<file path="src/rtl/dpmem_arb.sv">
// dpmem_arb: two-requester front end for a dual-port memory (dpmem).
// Requester A (fetch) drives memory port A and requester B (load/store) drives port B.
// A same-address read/write collision is resolved by stalling the losing requester for one cycle.
// Reads return registered data two cycles after the grant.
// Optional feature: define RANGE_CHK_EN to turn on address range checking against MEM_SIZE.
module dpmem_arb #(
   parameter int unsigned ADDR_WIDTH = 32,
   parameter int unsigned MEM_SIZE   = 1024
) (
   input  logic                  clk_i,
   input  logic                  reset_b_i,
   input  logic                  a_req_i,
   input  logic                  a_we_i,
   input  logic [ADDR_WIDTH-1:0] a_addr_i,
   input  logic [31:0]           a_wdata_i,
   input  logic                  b_req_i,
   input  logic                  b_we_i,
   input  logic [ADDR_WIDTH-1:0] b_addr_i,
   input  logic [31:0]           b_wdata_i,
   output logic                  a_gnt_o,
   output logic                  b_gnt_o,
   output logic                  a_rvalid_o,
   output logic                  b_rvalid_o,
   output logic [31:0]           a_rdata_o,
   output logic [31:0]           b_rdata_o,
   output logic                  a_err_o,
   output logic                  b_err_o,
   output logic [15:0]           stall_cnt_o,
   output logic [ADDR_WIDTH-1:0] addra_o,
   output logic [ADDR_WIDTH-1:0] addrb_o,
   output logic                  wea_o,
   output logic                  web_o,
   output logic                  oea_o,
   output logic                  oeb_o,
   output logic [31:0]           da_o,
   output logic [31:0]           db_o,
   input  logic [31:0]           qa_i,
   input  logic [31:0]           qb_i
);

   typedef enum logic [1:0] {StIdle, StRdWait, StRdCap} state_e;

   // Index 0 is channel A, index 1 is channel B.
   logic [1:0]                 req, we, gnt, lose, can_issue, in_rng;
   logic [1:0]                 mem_we, mem_oe, rvalid, err;
   logic [1:0][ADDR_WIDTH-1:0] addr, mem_addr;
   logic [1:0][31:0]           wdata, q, mem_d;
   logic                       conflict;

   state_e                     state_q [2];
   state_e                     state_d [2];
   logic [1:0][ADDR_WIDTH-1:0] maddr_q, maddr_d;
   logic [1:0][31:0]           rdata_q, rdata_d;
   logic [1:0]                 oor_q, oor_d;
   logic [15:0]                stall_q, stall_d;

   assign req   = {b_req_i, a_req_i};
   assign we    = {b_we_i, a_we_i};
   assign addr  = {b_addr_i, a_addr_i};
   assign wdata = {b_wdata_i, a_wdata_i};
   assign q     = {qb_i, qa_i};

`ifdef RANGE_CHK_EN
   localparam logic [ADDR_WIDTH-1:0] MaxAddr = ADDR_WIDTH'(MEM_SIZE - 1);

   // Flag requests that fall outside the attached memory.
   always_comb begin
      for (int i = 0; i < 2; i++) begin
         in_rng[i] = (addr[i] <= MaxAddr);
      end
   end
`else
   assign in_rng = 2'b11;
`endif

   // Arbitration: a same-address collision involving a write stalls one side.
   always_comb begin
      for (int i = 0; i < 2; i++) begin
         can_issue[i] = (state_q[i] == StIdle) || (state_q[i] == StRdCap);
      end
      conflict = (&can_issue) & (&req) & (addr[0] == addr[1]) & (|we) & (&in_rng);
      // A writing: B loses (both-write or B read). A reading: B must be the writer, A loses.
      lose[0]  = conflict & ~we[0];
      lose[1]  = conflict & we[0];
      gnt      = can_issue & req & ~lose;
   end

   // Per-channel read FSM and memory port drive.
   always_comb begin
      for (int i = 0; i < 2; i++) begin
         state_d[i]  = state_q[i];
         maddr_d[i]  = maddr_q[i];
         rdata_d[i]  = rdata_q[i];
         oor_d[i]    = oor_q[i];
         mem_we[i]   = 1'b0;
         mem_oe[i]   = 1'b0;
         mem_d[i]    = '0;
         rvalid[i]   = 1'b0;
         err[i]      = 1'b0;
         mem_addr[i] = gnt[i] ? addr[i] : maddr_q[i];
         unique case (state_q[i])
            StIdle, StRdCap: begin
               rvalid[i]  = (state_q[i] == StRdCap);
`ifdef RANGE_CHK_EN
               err[i]     = rvalid[i] & oor_q[i];
`endif
               state_d[i] = StIdle;
               if (gnt[i]) begin
                  maddr_d[i] = addr[i];
                  if (we[i]) begin
                     mem_we[i] = in_rng[i];
                     mem_d[i]  = wdata[i];
`ifdef RANGE_CHK_EN
                     err[i]    = err[i] | ~in_rng[i];
`endif
                  end else begin
                     state_d[i] = StRdWait;
                     oor_d[i]   = ~in_rng[i];
                  end
               end
            end
            StRdWait: begin
               mem_oe[i]  = ~oor_q[i];
               rdata_d[i] = oor_q[i] ? '0 : q[i];
               state_d[i] = StRdCap;
            end
            default: state_d[i] = StIdle;
         endcase
      end
   end

   // Saturating count of cycles in which a pending request lost arbitration.
   always_comb begin
      stall_d = stall_q;
      if ((|lose) && (stall_q != 16'hFFFF)) begin
         stall_d = stall_q + 16'd1;
      end
   end

   // State registers; reset drops any read in flight.
   always_ff @(posedge clk_i or negedge reset_b_i) begin
      if (!reset_b_i) begin
         for (int i = 0; i < 2; i++) begin
            state_q[i] <= StIdle;
         end
         maddr_q <= '0;
         rdata_q <= '0;
         oor_q   <= '0;
         stall_q <= '0;
      end else begin
         for (int i = 0; i < 2; i++) begin
            state_q[i] <= state_d[i];
         end
         maddr_q <= maddr_d;
         rdata_q <= rdata_d;
         oor_q   <= oor_d;
         stall_q <= stall_d;
      end
   end

   assign a_gnt_o     = gnt[0];
   assign b_gnt_o     = gnt[1];
   assign a_rvalid_o  = rvalid[0];
   assign b_rvalid_o  = rvalid[1];
   assign a_rdata_o   = rdata_q[0];
   assign b_rdata_o   = rdata_q[1];
   assign a_err_o     = err[0];
   assign b_err_o     = err[1];
   assign stall_cnt_o = stall_q;
   assign addra_o     = mem_addr[0];
   assign addrb_o     = mem_addr[1];
   assign wea_o       = mem_we[0];
   assign web_o       = mem_we[1];
   assign oea_o       = mem_oe[0];
   assign oeb_o       = mem_oe[1];
   assign da_o        = mem_d[0];
   assign db_o        = mem_d[1];

endmodule

</file>
<file path="config.mk">
export PLATFORM = sky130hd
export DESIGN_NAME = dpmem_arb
export DESIGN_NICKNAME = d
export VERILOG_FILES = /design/src/rtl/dpmem_arb.sv
export SDC_FILE = /design/constraint.sdc
export NUM_CORES = 1
export LEC_CHECK = 0
export BUFFER_PORTS_ARGS = -buffer_cell sky130_fd_sc_hd__buf_2
export CORE_AREA = 3 3 159 161
export CTS_CLUSTER_SIZE = 20
export DETAILED_ROUTE_END_ITERATION = 10
export DIE_AREA = 0 0 162 164
export PLACE_DENSITY_LB_ADDON = 0.3
export SLEW_MARGIN = 20
export SYNTH_ARGS = -nofsm -noshare
export SYNTH_HDL_FRONTEND = slang
export SYNTH_SLANG_ARGS = --single-unit
</file>
<file path="constraint.sdc">
create_clock -name clk_i -period 4.2 [get_ports clk_i]
set_input_delay 0.84 -clock clk_i [delete_from_list [all_inputs] [get_ports clk_i]]
set_output_delay 0.84 -clock clk_i [all_outputs]
set_load 0.02 [all_outputs]
</file>
---- Word-level counts from Yosys, hierarchy flattened ----
Index checks and enable logic that the tools add are counted.
storage, ports and cells
  bits in latches ......................... 0
  output and inout port bits .............. 218
  word-level logic and storage cells ...... 58
  bits of input ports ..................... 198
  register bits ........................... 148
  memories kept ........................... 0
  memory bits (writable) .................. 0
  bits in read-only memories .............. 0
cells by class
  reduce and logical (&&, ||, !) cells .... 11
  equal/unequal tests ..................... 6
  add/subtract/negate cells ............... 1
  div/mod/pow operators ................... 0
  mux-type cells .......................... 24
  multipliers ............................. 0
  shift-type cells ........................ 0
  bitwise gates (word level) .............. 9
  order comparisons ....................... 0
operator list
  operator                                                          count
  32-bit 2-to-1 mux                                                 8
  32-bit == test                                                    1
  16-bit by 1-bit adder with 16-bit output (second input constant)  1
  16-bit inequality test (second input constant)                    1
  1-bit 2-to-1 mux                                                  14
  2-bit case mux with 2 select lines                                2
  2-bit OR reduction                                                4
  1-bit bitwise AND                                                 5
  2-bit bitwise AND                                                 2
  2-bit by 1-bit == test with 1-bit output (second input constant)  2
  2-bit == test (second input constant)                             2
  2-bit zero test                                                   2
  2-bit AND reduction                                               2
  1-bit logical OR                                                  2
  2-bit NOT                                                         1
  1-bit logical AND                                                 1
  1-bit NOT                                                         1

---- Depth between registers and ports, before layout ----
Gate-level depths: netlist (run 1).
  depth after elaboration ................. 11
  gate-level depth with buffers ........... 10
  depth with buffers taken out ............ 6

---- Worst setup path before layout (run 1) ----
Ideal clock, no wire load.
  path kind ............................... input-to-output
  start ................................... in a_req_i
  end ..................................... out addra_o[22]
  required time ........................... 3.360 ns
  stages .................................. 9
  arrival ................................. 2.754 ns
  buffers on the path ..................... 4
  path slack .............................. 0.606 ns
  cell sequence ........................... nor2b_1 > buf_4 > o211ai_2 > or4_1 > buf_2 > o31a_1 > buf_6 > buf_6 > mux2_4
between the ends
  longest elaborated chain between the ends .. 8
  elaborated cells between the ends (all ways) .. 9
  those cells by class .................... mux (1); bitwise (7); reduce/logical (1)
ends and longest elaborated chain
  what                            line  source
  from (decl)                     12    input logic a_req_i,
  2-bit AND reduction             81    conflict = (&can_issue) & (&req) & (addr[0] == addr[1]) & (|we) & (&in_rng);
  1-bit bitwise AND (3 in a row)  81
  1-bit bitwise AND               83    lose[0] = conflict & ~we[0];
  2-bit NOT                       85    gnt = can_issue & req & ~lose;
  2-bit bitwise AND (*)           85
  net a_gnt_o                     20    output logic a_gnt_o,
  32-bit 2-to-1 mux (*)           --
  to (decl)                       29    output logic [ADDR_WIDTH-1:0] addra_o,
The timed path passes the listed nets; every way through them passes the cells marked *.

---- Worst setup path after layout (run 1) ----
  start ................................... in b_addr_i[1]
  end ..................................... out addra_o[6]
between the ends
  longest elaborated chain between the ends .. 7
ends and longest elaborated chain
  what                            line  source
  from (decl)                     18    input logic [ADDR_WIDTH-1:0] b_addr_i,
  32-bit == test                  81
  1-bit bitwise AND (2 in a row)  81
  1-bit bitwise AND               83
  2-bit NOT                       85
  2-bit bitwise AND               85
  32-bit 2-to-1 mux               --
No other way between the ends.

==> impl.org, run 1 <==
** Route
- Number of remaining DRC errors :: 0
- Summed over all layers, the routed wires come to 22900 microns.
- Using the TritonRoute via totals, the vias-per-cell ratio works out to 4.583.
- The detail route stage leaves a number of antenna-violating nets equal to 0.
- Dividing the detail-routed wire length by the instance count gives 17.54 microns.
- DR vias :: 5986
- DRT iter0 DRCs :: 237
- For this run, the detailed router's first-pass iteration total came to 4.

** Worst setup path
- Critical path capture point type :: primary output
- The worst setup path is of the input port to primary output kind.
- STA classifies the critical path startpoint as an input port.
- Slowest cell on the critical path :: sky130_fd_sc_hd__or4_1
- Critical Path Max Stage Delay :: 0.56 ns
- The number of cells on the worst reg-to-reg path is 6.
- Launching point of the worst reg2reg path :: state_q[0]
- Cell chain of the critical path :: buf_2, xnor2_2, nand4_1, or4_1, o31a_2, buf_4, mux2_4, buf_2
- The worst register-to-register path ends at maddr_q[29].
- Among the stages of the critical path, the cell type that occurs most often is sky130_fd_sc_hd__buf_2.
- Data on the critical path is required at its endpoint by 3.36 ns.
- Register-to-Register Setup Slack :: 1.83 ns
- Of all nets on the critical path, the largest fanout is 22.
- Arrival time of data at the critical path endpoint :: 3.23 ns

** Yosys
- Syn Area/Cell :: 13.39 sq um
- During synthesis, Yosys emitted a total of 0 warnings.
- The cell count after synthesis came out at 563.
- For this run, the register share of the synthesized area comes to 49.14%.
- Number of flip-flops and latches in the synthesized netlist :: 148
- Post-Syn Area :: 7537 sq um
- The number of different library cells used by synthesis comes to 31.

** Floorplan
- The floorplan step set the die height to 164 microns.
- Die width :: 162 microns
- The die covers 26570 sq um.
- Core Rows :: 57
- 416 I/O pins were placed.
- The core region is 24110 sq um.
- Initial Utilization :: 31.27%

** Place
- At the end of routability-driven placement, the weighted congestion stood at 0.7831.
- Inst Count DP :: 1273
- Post-placement cell area :: 9951 sq um
- In this run the tool buffered the top-level ports with 413 buffer cells.
- Hpwl dp :: 17670 microns

** STA
- Max-slew headroom :: 42.64%
- Setup repair after global routing left no endpoint under its margin.
- The routed design could run at a clock period as short as 4.074 ns.
- Hold slack final :: 0.4706 ns
- Achievable Freq :: 245.4 MHz
- Post-Route Setup TNS :: 0 ns
- At the pin with the least slew margin, the transition time is 0.8604 ns.
- The count of pins over their slew limit is 0.
- Final Hold Vio Count :: 0
- Portion of the clock cycle consumed by the worst path in the final layout :: 97.01%
- Setup violations remaining at the end of the flow were counted as 0.
- Final worst clock skew :: 0.01132 ns

** Clocking
- CTS Buffer Depth :: 2
- # hold bufs at CTS :: 0
- Counting every sink on the clock net gives 148.
- Clock H-tree levels :: 4
- Clock buffer count from CTS :: 17
- For the worst-skew pair, the clock arrives at the later sink with an insertion delay of 0.42 ns.
- Clock-pin slew was measured on the worst setup and hold paths at 0.07 ns.
- Clock tree from TritonCTS :: done
- Root buf cell :: sky130_fd_sc_hd__clkbuf_16

** Cells and area
- Commonest cells after routing, fill and taps aside :: sky130_fd_sc_hd__buf_2, sky130_fd_sc_hd__dfrtp_1, sky130_fd_sc_hd__mux2_2, sky130_fd_sc_hd__and3_1, sky130_fd_sc_hd__mux2_4
- The library cell used most frequently in the layout, excluding fill and tap cells, is sky130_fd_sc_hd__buf_2.
- Counting the fill cells in the layout gives 2340.
- Layout overhead on the synthesized area :: 40.34%
- Excluding fillers, the count of instances in the completed layout stands at 1306.
- In the final layout, the share of cells above drive strength 1 is 67.38%.
- Final Cell Area :: 10580 sq um
- Final standard cell utilization of the core :: 43.88%
- In the final design database the tool counted 1167 nets.

** Global routing
- The number of antenna violations at the first check in global routing was 2.
- The first global-routing pass estimated 34190 microns of wire.
- Number of global-route vias before repair :: 6138
- Aggregate global-route resource usage :: 16.71%
- Entering global routing, the biggest net connects 90 pins.
- Overall overflow remaining after global route :: 0

** Min path
- Worst min path class :: input port to asynchronous set/reset pin

** Pwr
- Highest ir drop seen on vdd :: 0.2579 mV
- Leakage :: 5.450 nW
- Power spread over the standard cell area amounts to 432.2 nW/um^2.

** Status
- The run finished with clean final reports.

** Run
- Maximum Capacitance Violations :: 0
[final cells by class]
cell class	count	area, sq um	area share [%]
clock buffers	18	429.2	4.057
multi-input cells	374	3621	34.23
repair buffers	427	2228	21.07
diodes	1	2.502	0.02366
flip-flops and latches	148	3704	35.01
clock inverters	14	187.7	1.774
well taps	324	405.4	3.833
[synthesized netlist by cell type]
| library cell | n | area share, % |
|---|---|---|
| sky130_fd_sc_hd__and2_1 | 3 | 0.25 |
| sky130_fd_sc_hd__nor4_1 | 8 | 0.66 |
| sky130_fd_sc_hd__or2_2 | 1 | 0.083 |
| sky130_fd_sc_hd__mux2_2 | 144 | 22 |
| sky130_fd_sc_hd__buf_6 | 7 | 1.0 |
| sky130_fd_sc_hd__conb_1 | 1 | 0.050 |
| sky130_fd_sc_hd__nor2_1 | 2 | 0.10 |
| sky130_fd_sc_hd__clkbuf_1 | 22 | 1.1 |
| sky130_fd_sc_hd__nor2b_1 | 7 | 0.58 |
| sky130_fd_sc_hd__ha_1 | 1 | 0.17 |
| sky130_fd_sc_hd__and4_1 | 1 | 0.12 |
| sky130_fd_sc_hd__mux2_4 | 49 | 9.8 |
| sky130_fd_sc_hd__o211ai_2 | 1 | 0.17 |
| sky130_fd_sc_hd__nand4_1 | 13 | 1.1 |
| sky130_fd_sc_hd__nand4b_1 | 1 | 0.12 |
| sky130_fd_sc_hd__o21a_1 | 1 | 0.10 |
| sky130_fd_sc_hd__and3_1 | 64 | 5.3 |
| sky130_fd_sc_hd__nor3_1 | 6 | 0.40 |
| sky130_fd_sc_hd__a21oi_1 | 1 | 0.066 |
| sky130_fd_sc_hd__nor4_2 | 1 | 0.17 |
| sky130_fd_sc_hd__or4_1 | 1 | 0.10 |
| sky130_fd_sc_hd__xor2_1 | 7 | 0.81 |
| sky130_fd_sc_hd__nand2b_1 | 1 | 0.083 |
| sky130_fd_sc_hd__dfrtp_1 | 148 | 49 |
| sky130_fd_sc_hd__nand3_1 | 7 | 0.46 |
| sky130_fd_sc_hd__nor4b_1 | 2 | 0.23 |
| sky130_fd_sc_hd__o31a_1 | 1 | 0.12 |
| sky130_fd_sc_hd__xnor2_1 | 40 | 4.6 |
| sky130_fd_sc_hd__nand2_1 | 9 | 0.45 |
| sky130_fd_sc_hd__buf_4 | 8 | 0.80 |
| sky130_fd_sc_hd__buf_2 | 5 | 0.33 |
[per-stage QoR]
stage	total power, mW	setup slack (ns)
floorplan	2.527	0.6061
CTS	4.635	0.1431
finish	4.571	0.1256
detailed placement	3.009	-0.01874
global route	4.801	0.02399
global placement	2.995	-0.02910
[where the power goes]
part / internal (mW) / switching (mW) / leakage, nW
registers: 1.64 / 0.107 / 1.78
logic: 0.559 / 0.666 / 3.37
clock network: 0.912 / 0.690 / 0.297
total: 3.11 / 1.46 / 5.45
[routing by layer]
layer,vias up,global-route usage (%),routed length [microns]
li1,2837,-,-
met2,260,29.73,11490
met4,2,4.459,360
met1,2863,19.79,9278
met3,24,4.842,1763
met5,-,0,13
[kinds of logic (layout without fill, tap and decap cells)]
kind of cell    Yosys count  in the layout  share of synthesized area (%)
xor+xnor                 47             47                          5.462
flops                   148            148                          49.14
mux                     193            193                          31.28
fa+ha+maj                 1              1                         0.1660
other cells               1              3                        0.04975
simple gates            127            127                          10.19
compound gates            4              4                         0.4482
buf+inv                  42            459                          3.270
[worst max path at each step]
| stage | startpoint | endpoint | slack, ns | depth (start not counted) |
|---|---|---|---|---|
| final | b_addr_i[1] | addra_o[6] | 0.13 | 8 |
| after global routing | b_addr_i[1] | addra_o[6] | 0.02 | 8 |
| after CTS | b_addr_i[1] | addra_o[6] | 0.14 | 8 |
| after detailed placement | b_addr_i[1] | addra_o[6] | -0.02 | 8 |
| after global placement | b_addr_i[1] | addra_o[23] | -0.03 | 8 |
| after floorplan | a_req_i | addra_o[22] | 0.61 | 9 |
[critical path, delay by kind of cell]
kind	cells	cell delay (ns)
AO/OA/AOI/OAI	1	0.34
AND/OR/NAND/NOR	2	0.86
buffers and inverters	3	0.54
multiplexers	1	0.33
XOR/XNOR	1	0.31
[sequential cells by signal, summed over array words and instances (netlist names)]
name and count:
a_rdata_o 32, b_rdata_o 32, state_q 4, stall_cnt_o 16, maddr_q 64
[timing repair]
| item | 4_1_cts | 5_1_grt |
|---|---|---|
| endpoints found under the setup margin | 22 | 0 |
| setup buffers | 0 | 0 |
| gates resized for setup | 1 | 0 |
Power figures use the tool's default switching activity.
==> inputs of run 2 (changes only) <==
Settings changed: CELL_PAD_IN_SITES_DETAIL_PLACEMENT from default to 1, CELL_PAD_IN_SITES_GLOBAL_PLACEMENT from default to 1, CORE_AREA 3 3 159 161 to 3 3 162 164, DIE_AREA 0 0 162 164 to 0 0 165 167.
==> run 2 against run 1 <==
Compared with the run above:
- worst setup slack better by 0.15 ns
- sequential power about the same
- power down 0.19%
- final cell count up 0.77%
- clock skew up 0.0021 ns
- flip-flop and latch count unchanged
- clock-buffer cell count unchanged
- maximum frequency up 3.8%
- die area up 3.7%
- critical path type unchanged
==> impl.org, run 2 (same netlist as run 1, synthesis figures left out) <==
** Route
- The via count came to 6146 (was 5986).
- The post-route met1 wirelength was 9574 microns (was 9278 microns).
- Highest signal layer in the routed design :: met5 (unchanged)
- Per-cell routed wire length :: 19.86 microns (was 17.54 microns)
- The number of nets still failing antenna checks after routing is 0 (unchanged).
- The met3 wire length came to 2271 microns (was 1763 microns).
- The post-detailed-route DRC marker count was 0 (unchanged).
- Wirelength, routed :: 26140 microns (was 22900 microns)
- The violation count after the first detailed-routing iteration was 223 (was 237).
- The routed length on met2 was 13870 microns (was 11490 microns).
- The first-pass detailed-route iteration total is 4 (unchanged).
- The via density per instance is 4.670 (was 4.583).

** Cells and area
- The leading cell type in the layout, fill and taps excluded is sky130_fd_sc_hd__buf_2 (unchanged).
- Commonest cells after routing, fill and taps aside: sky130_fd_sc_hd__buf_2, sky130_fd_sc_hd__dfrtp_1, sky130_fd_sc_hd__mux2_2, sky130_fd_sc_hd__and3_1, sky130_fd_sc_hd__mux2_4 (unchanged).
- Max reg flops :: 64 (unchanged)
- Area used by multi-input combinational logic :: 3618 sq um (was 3621 sq um)
- The final net count is 1170 (was 1167).
- The ratio of cells with drive above 1 in the final layout was 67.38% (about the same).
- The flip-flop and latch area is 3704 sq um (unchanged).
- The filler cell count in the final layout was 2852 (was 2340).
- Number of non-filler instances in the completed layout :: 1316 (was 1306)
- The synthesis-to-finish area growth came to 40.57% (was 40.34%).
- Largest reg by FF count :: maddr_q (unchanged)

** STA
- The worst hold slack across all endpoints is 0.4839 ns (was 0.4706 ns).
- Unrepaired setup endpoints after global routing :: no (unchanged)
- The worst-case clock skew is 0.01344 ns (was 0.01132 ns).
- Fin. max-slew vios :: 0 (unchanged)
- Achievable Freq :: 254.7 MHz (was 245.4 MHz)
- Final Hold Vio Count :: 0 (unchanged)
- Portion of the clock cycle consumed by the worst path in the final layout :: 93.48% (was 97.01%)
- The worst slew margin relative to its limit came to 35.01% (was 42.64%).
- The number of setup violations in the final report is 0 (unchanged).
- The final critical delay including setup and external delays came to 3.926 ns (was 4.074 ns).
- Fin worst setup slack :: 0.2739 ns (was 0.1256 ns)
- The pin slew with the least headroom to its limit is 0.9748 ns (was 0.8604 ns).
- The setup total negative slack came to 0 ns (unchanged).

** Clocking
- Clock slew at the register clock pins of the worst setup and hold paths :: 0.07 ns (about the same)
- The quantity of hold-fixing buffers added after cts was 0 (unchanged).
- Clock H-tree levels :: 4 (unchanged)
- Gates resized, CTS repair :: 0 (was 1)
- The root buffer cell is sky130_fd_sc_hd__clkbuf_16 (unchanged).
- The clock tree from TritonCTS is done (unchanged).
- Clock latency on the worst-skew pair :: 0.42 ns (about the same)
- The deepest clock path buffer count came to 2 (unchanged).
- Total number of clock tree sinks :: 148 (unchanged)
- Clock buffer count from CTS :: 17 (unchanged)
- The post-CTS setup repair buffer count is 0 (unchanged).

** Floorplan
- The number of standard-cell rows in the floorplan was 58 (was 57).
- The die width is 165 microns (was 162 microns).
- Height of the die :: 167 microns (was 164 microns)
- The starting density of the core came to 30.10% (was 31.27%).
- Placeable core region :: 25040 sq um (was 24110 sq um)
- The die outline area was 27560 sq um (was 26570 sq um).
- The count of pins on the block boundary was 416 (unchanged).

** Worst setup path
- The class of the most critical setup path is input port to primary output (unchanged).
- Critical-path maximum fanout :: 30 (was 22)
- Arrival time of data at the critical path endpoint :: 3.09 ns (was 3.23 ns)
- The critical path capture point type is a primary output (unchanged).
- Required time of the worst setup path :: 3.36 ns (about the same)
- The kind of launch point of the worst setup path is an input port (unchanged).

** Global routing
- The maximum number of pins on one net before global-route repair came to 101 (was 90).
- Number of antenna violations at the first check in global routing :: 4 (was 2)
- The wire length of the first global-routing pass came to 38730 microns (was 34190 microns).
- The number of global-route vias before repair is 6578 (was 6138).
- The leftover overflow at the end of global routing came to 0 (unchanged).
- The global-route total usage across every layer came to 18.50% (was 16.71%).

** Status
- Result of the run :: finished, final reports clean (unchanged)

** Place
- The post-placement setup slack is 0.2654 ns (was -0.01874 ns).
- Hpwl dp :: 20530 microns (was 17670 microns)
- The quantity of I/O buffers inserted on ports is 413 (unchanged).
- The global placement routability congestion is 0.7637 (was 0.7831).
- The placed cell count was 1282 (was 1273).

** Pwr
- Power after layout :: 4.563 mW (was 4.571 mW)
- The maximum ir drop on the vdd rail is 0.2375 mV (was 0.2579 mV).
- PwrDens :: 430.6 nW/um^2 (was 432.2 nW/um^2)
- The static leakage is 5.453 nW (was 5.450 nW).

** Min path
- Worst min path class :: register to register (was input port to asynchronous set/reset pin)

** Run
- The max-cap violation count was 0 (unchanged).
[run 2: power breakdown]
| part | switching, mW | internal (mW) | leakage (nW) | total [mW] |
|---|---|---|---|---|
| combinational | 0.689 | 0.564 | 3.39 | 1.25 |
| sequential | 0.111 | 1.64 | 1.78 | 1.75 |
| clock | 0.714 | 0.849 | 0.285 | 1.56 |
[run 2: cell type report]
| type | instances | area share [%] |
|---|---|---|
| clock buffers | 18 | 4.051 |
| diodes | 2 | 0.04724 |
| flip-flops and latches | 148 | 34.95 |
| well taps | 330 | 3.897 |
| clock inverters | 14 | 1.535 |
| repair buffers | 430 | 21.36 |
| multi-input cells | 374 | 34.15 |
[run 2: critical path, stage by stage]
cell                      delay [ns]
sky130_fd_sc_hd__buf_2          0.12
sky130_fd_sc_hd__xnor2_1        0.32
sky130_fd_sc_hd__nand4_1        0.21
sky130_fd_sc_hd__or4_1          0.53
sky130_fd_sc_hd__o31a_2         0.37
sky130_fd_sc_hd__buf_12         0.19
sky130_fd_sc_hd__mux2_4         0.32
sky130_fd_sc_hd__buf_2          0.16
[run 2: final timing paths]
| check | cells past startpoint | startpoint | slack [ns] | end |
|---|---|---|---|---|
| min | 1 | stall_cnt_o[10] | 0.48 | stall_cnt_o[10] |
| min reg2reg | 1 | stall_cnt_o[10] | 0.48 | stall_cnt_o[10] |
| min in group asynchronous | 1 | reset_b_i | 0.51 | b_rdata_o[3] |
| max | 8 | b_addr_i[27] | 0.27 | addra_o[22] |
| max reg2reg | 7 | state_q[0] | 1.62 | maddr_q[21] |
| max in group asynchronous | 2 | reset_b_i | 2.87 | maddr_q[46] |
[run 2: layer usage]
metal	GRT usage [%]	up-vias
li1	-	2841
met1	20.23	3008
met2	34.05	266
met3	5.846	27
met4	4.960	4
met5	0	-
[run 2: metrics by stage]
stage / utilization, % / cell area [sq um]
floorplan: - / 7541
global placement: 39.93 / 9998
detailed placement: 39.93 / 9998
CTS: 42.30 / 10590
global route: 42.32 / 10600
finish: 42.32 / 10600
==> inputs of run 3 (changes only) <==
Settings changed: CORE_AREA 3 3 162 164 to 4 4 159 161, DIE_AREA 0 0 165 167 to 0 0 163 165, PLACE_DENSITY_LB_ADDON 0.3 to 0.1.
==> run 3 against run 2 <==
Compared with the run above:
- first-iteration DRC count fell by 5.8%
- non-clock buffer count fell by 3
- power fell by 0.23%
- worst setup slack got worse by 0.016 ns
- clock skew fell by 0.0013 ns
- combinational power barely moved
- sequential power barely moved
- clock power barely moved
- final area fell by 0.44%
- final cell count fell by 0.76%
- flip-flop and latch count did not move
- register-to-register slack improved by 0.07 ns
==> impl.org, run 3 (same netlist as run 1, synthesis figures left out) <==
** Worst setup path
- Cell chain of the critical path: buf_2, xnor2_1, nand4_1, or4_1, o31a_2, buf_4, mux2_4, buf_2 (was buf_2, xnor2_1, nand4_1, or4_1, o31a_2, buf_12, mux2_4, buf_2).
- Cell repeated most along the worst path :: sky130_fd_sc_hd__buf_2 (unchanged)
- Startpoint of the worst setup timing path :: b_addr_i[22] (was b_addr_i[27])
- The slowest cell on the critical path was sky130_fd_sc_hd__or4_1 (unchanged).
- Terminus of the critical flop-to-flop path :: maddr_q[14] (was maddr_q[21])
- CP startpoint kind :: input port (unchanged)
- Termination of the worst setup path :: addra_o[31] (was addra_o[22])
- Logic depth of the worst setup path including buffers :: 8 (unchanged)
- The worst reg2reg path startpoint is state_q[0] (unchanged).
- Critical path capture point type :: primary output (unchanged)
- Arrival time of data at the critical path endpoint :: 3.10 ns (was 3.09 ns)
- Length in cells of the worst reg-to-reg path :: 6 (was 7)
- The cell type group with the largest total delay on the critical path is simple AND/OR/NAND/NOR gates (unchanged).
- Register-to-Register Setup Slack :: 1.69 ns (was 1.62 ns)
- Category of the critical setup timing path :: input port to primary output (unchanged)
- The data required time at the worst endpoint is 3.36 ns (about the same).
- The combined buffer and inverter count along the critical path was 3 (unchanged).
- Critical-path maximum fanout :: 28 (was 30)
- The stage delay of the slowest cell on the critical path was 0.56 ns (was 0.53 ns).

** Clocking
- # hold bufs at CTS :: 0 (unchanged)
- The total number of clock tree sinks came to 148 (unchanged).
- Clock tree from TritonCTS :: done (unchanged)
- The root buffer cell is sky130_fd_sc_hd__clkbuf_16 (unchanged).
- The post-cts repair resize count is 0 (unchanged).
- Clock slew at the register clock pins of the worst setup and hold paths :: 0.07 ns (about the same)
- The deepest clock path buffer count is 2 (unchanged).
- Clock buffer count from CTS :: 17 (unchanged)
- The post-CTS setup repair buffer count is 0 (unchanged).
- The clock insertion delay at the later pin of the skew report came to 0.43 ns (was 0.42 ns).
- The H-tree depth came to 4 (unchanged).

** Global routing
- Number of antenna violations at the first check in global routing :: 2 (was 4)
- The wire length of the first global-routing pass came to 38730 microns (unchanged).
- The leftover overflow at the end of global routing is 0 (unchanged).
- The number of global-route vias before repair came to 6408 (was 6578).
- The global-route total usage across every layer was 18.89% (was 18.50%).
- Largest net degree at the start of global routing :: 94 (was 101)

** Route
- The post-detailed-route DRC marker count was 0 (unchanged).
- Routed Antenna Nets :: 0 (unchanged)
- DRT iter0 DRCs :: 210 (was 223)
- The first-pass detailed-route iteration total was 4 (unchanged).
- The aggregate routed wire length is 26350 microns (was 26140 microns).
- The via count was 5989 (was 6146).
- Per-cell routed wire length :: 20.18 microns (was 19.86 microns)
- The via density per instance is 4.586 (was 4.670).

** Pwr
- Leakage :: 5.433 nW (was 5.453 nW)
- The total power divided by cell area was 431.5 nW/um^2 (was 430.6 nW/um^2).
- Switching power as a share of total power :: 31.88% (was 33.18%)
- Power Internal :: 3.101 mW (was 3.049 mW)
- Clock group share of total power :: 34.0% (was 34.2%)
- Sequential power share :: 38.4% (was 38.3%)
- Net switching component of the power :: 1.451 mW (was 1.514 mW)
- The sum of internal, switching and leakage power was 4.552 mW (was 4.563 mW).
- The maximum ir drop on the vdd rail is 0.2239 mV (was 0.2375 mV).
- The fraction of power consumed by combinational cells came to 27.6% (was 27.4%).

** STA
- Unrepaired setup endpoints after global routing: no (unchanged).
- The maximum clock frequency is 253.7 MHz (was 254.7 MHz).
- The setup total negative slack came to 0 ns (unchanged).
- Final Hold Vio Count :: 0 (unchanged)
- The count of pins over their slew limit was 0 (unchanged).
- Portion of the clock cycle consumed by the worst path in the final layout :: 93.85% (was 93.48%)
- The pin slew with the least headroom to its limit is 0.9335 ns (was 0.9748 ns).
- Max-slew headroom :: 37.77% (was 35.01%)
- The worst-case clock skew is 0.01215 ns (was 0.01344 ns).
- Post-route minimum period :: 3.942 ns (was 3.926 ns)
- The number of setup violations in the final report was 0 (unchanged).
- The setup slack of the critical path after layout is 0.2581 ns (was 0.2739 ns).

** Cells and area
- The ratio of cells with drive above 1 in the final layout came to 67.18% (was 67.38%).
- Commonest cells after routing, fill and taps aside :: sky130_fd_sc_hd__buf_2, sky130_fd_sc_hd__dfrtp_1, sky130_fd_sc_hd__mux2_2, sky130_fd_sc_hd__and3_1, sky130_fd_sc_hd__mux2_4 (unchanged)
- Max reg flops :: 64 (unchanged)
- Final nets :: 1167 (was 1170)
- Number of non-filler instances in the completed layout :: 1306 (was 1316)
- The register ranked first by flip-flop count is maddr_q (unchanged).
- The leading cell type in the layout, fill and taps excluded is sky130_fd_sc_hd__buf_2 (unchanged).
- Layout overhead on the synthesized area :: 39.96% (was 40.57%)
- The filler cell count in the final layout came to 2730 (was 2852).
- The end-of-flow core utilization is 44.02% (was 42.32%).

** Floorplan
- The die outline area was 26900 sq um (was 27560 sq um).
- Height of the die :: 165 microns (was 167 microns)
- Initial Utilization :: 31.45% (was 30.10%)
- Die width :: 163 microns (was 165 microns)
- Boundary pin count :: 416 (unchanged)
- The area of the core was 23960 sq um (was 25040 sq um).
- Core Rows :: 57 (was 58)

** Place
- The quantity of I/O buffers inserted on ports is 413 (unchanged).
- Pre-CTS setup slack :: 0.2068 ns (was 0.2654 ns)
- The global placement routability congestion was 0.7603 (was 0.7637).
- The half-perimeter wire length after detailed placement is 20680 microns (was 20530 microns).
- Inst Count DP :: 1273 (was 1282)

** Min path
- Worst min path class :: input port to asynchronous set/reset pin (was register to register)

** Run
- The max-cap violation count came to 0 (unchanged).

** Status
- Result of the run: finished, final reports clean (unchanged).
==> run 3: cell types whose count changed in the layout (fill, tap and decap cells not counted), sizes merged <==
cell	delta
inv	-2
bufinv	+1
diode	-1
buf	-3
clkinv	-1
clkbuf	+2
==> run 3: per-stage QoR <==
step / hold WS, ns / area [sq um]
after floorplan: 0.4766 / 7541
after global placement: 0.4807 / 9956
after detailed placement: 0.4833 / 9956
after CTS: 0.4931 / 10550
after global routing: 0.5186 / 10550
final: 0.4906 / 10550
==> run 3: worst min-delay path by stage <==
| stage | start | end | slack (ns) | cells past startpoint |
|---|---|---|---|---|
| after floorplan | maddr_q[32] | maddr_q[32] | 0.48 | 1 |
| after global placement | stall_cnt_o[10] | stall_cnt_o[10] | 0.48 | 1 |
| after detailed placement | stall_cnt_o[10] | stall_cnt_o[10] | 0.48 | 1 |
| after CTS | stall_cnt_o[10] | stall_cnt_o[10] | 0.49 | 1 |
| after global routing | stall_cnt_o[10] | stall_cnt_o[10] | 0.52 | 1 |
| final | reset_b_i | maddr_q[43] | 0.49 | 1 |
==> run 3: layout make-up <==
class	count	area (sq um)	share of cell area, %
Timing Repair Buffer	427	2228	21.12
Sequential cell	148	3704	35.11
Clock inverter	12	143.9	1.364
Clock buffer	20	446.7	4.234
Tap cell	324	405.4	3.843
Antenna cell	1	2.502	0.02372
Multi-Input combinational cell	374	3618	34.30
==> run 3: per-layer routing <==
layer,GRT usage [%],vias to the layer above,share of wire [%]
met5,0,-,0.049
met4,4.727,2,1.2
met3,6.613,23,7.4
met2,30.55,210,50
met1,24.33,2916,42
li1,-,2838,-
==> run 3: power groups by stage <==
stage,clock (mW),sequential [mW],combinational [mW]
floorplan,0,1.91,0.613
global placement,0,1.76,1.27
detailed placement,0,1.77,1.28
CTS,1.61,1.75,1.28
global route,1.67,1.78,1.34
finish,1.55,1.75,1.26
==> run 3: worst reg2reg max path: stages, from the launching register on <==
cell	delay, ns
sky130_fd_sc_hd__dfrtp_1	0.41
sky130_fd_sc_hd__nor2b_1	0.25
sky130_fd_sc_hd__o211ai_2	0.17
sky130_fd_sc_hd__or4_1	0.57
sky130_fd_sc_hd__o31a_2	0.34
sky130_fd_sc_hd__buf_4	0.30
sky130_fd_sc_hd__mux2_4	0.36
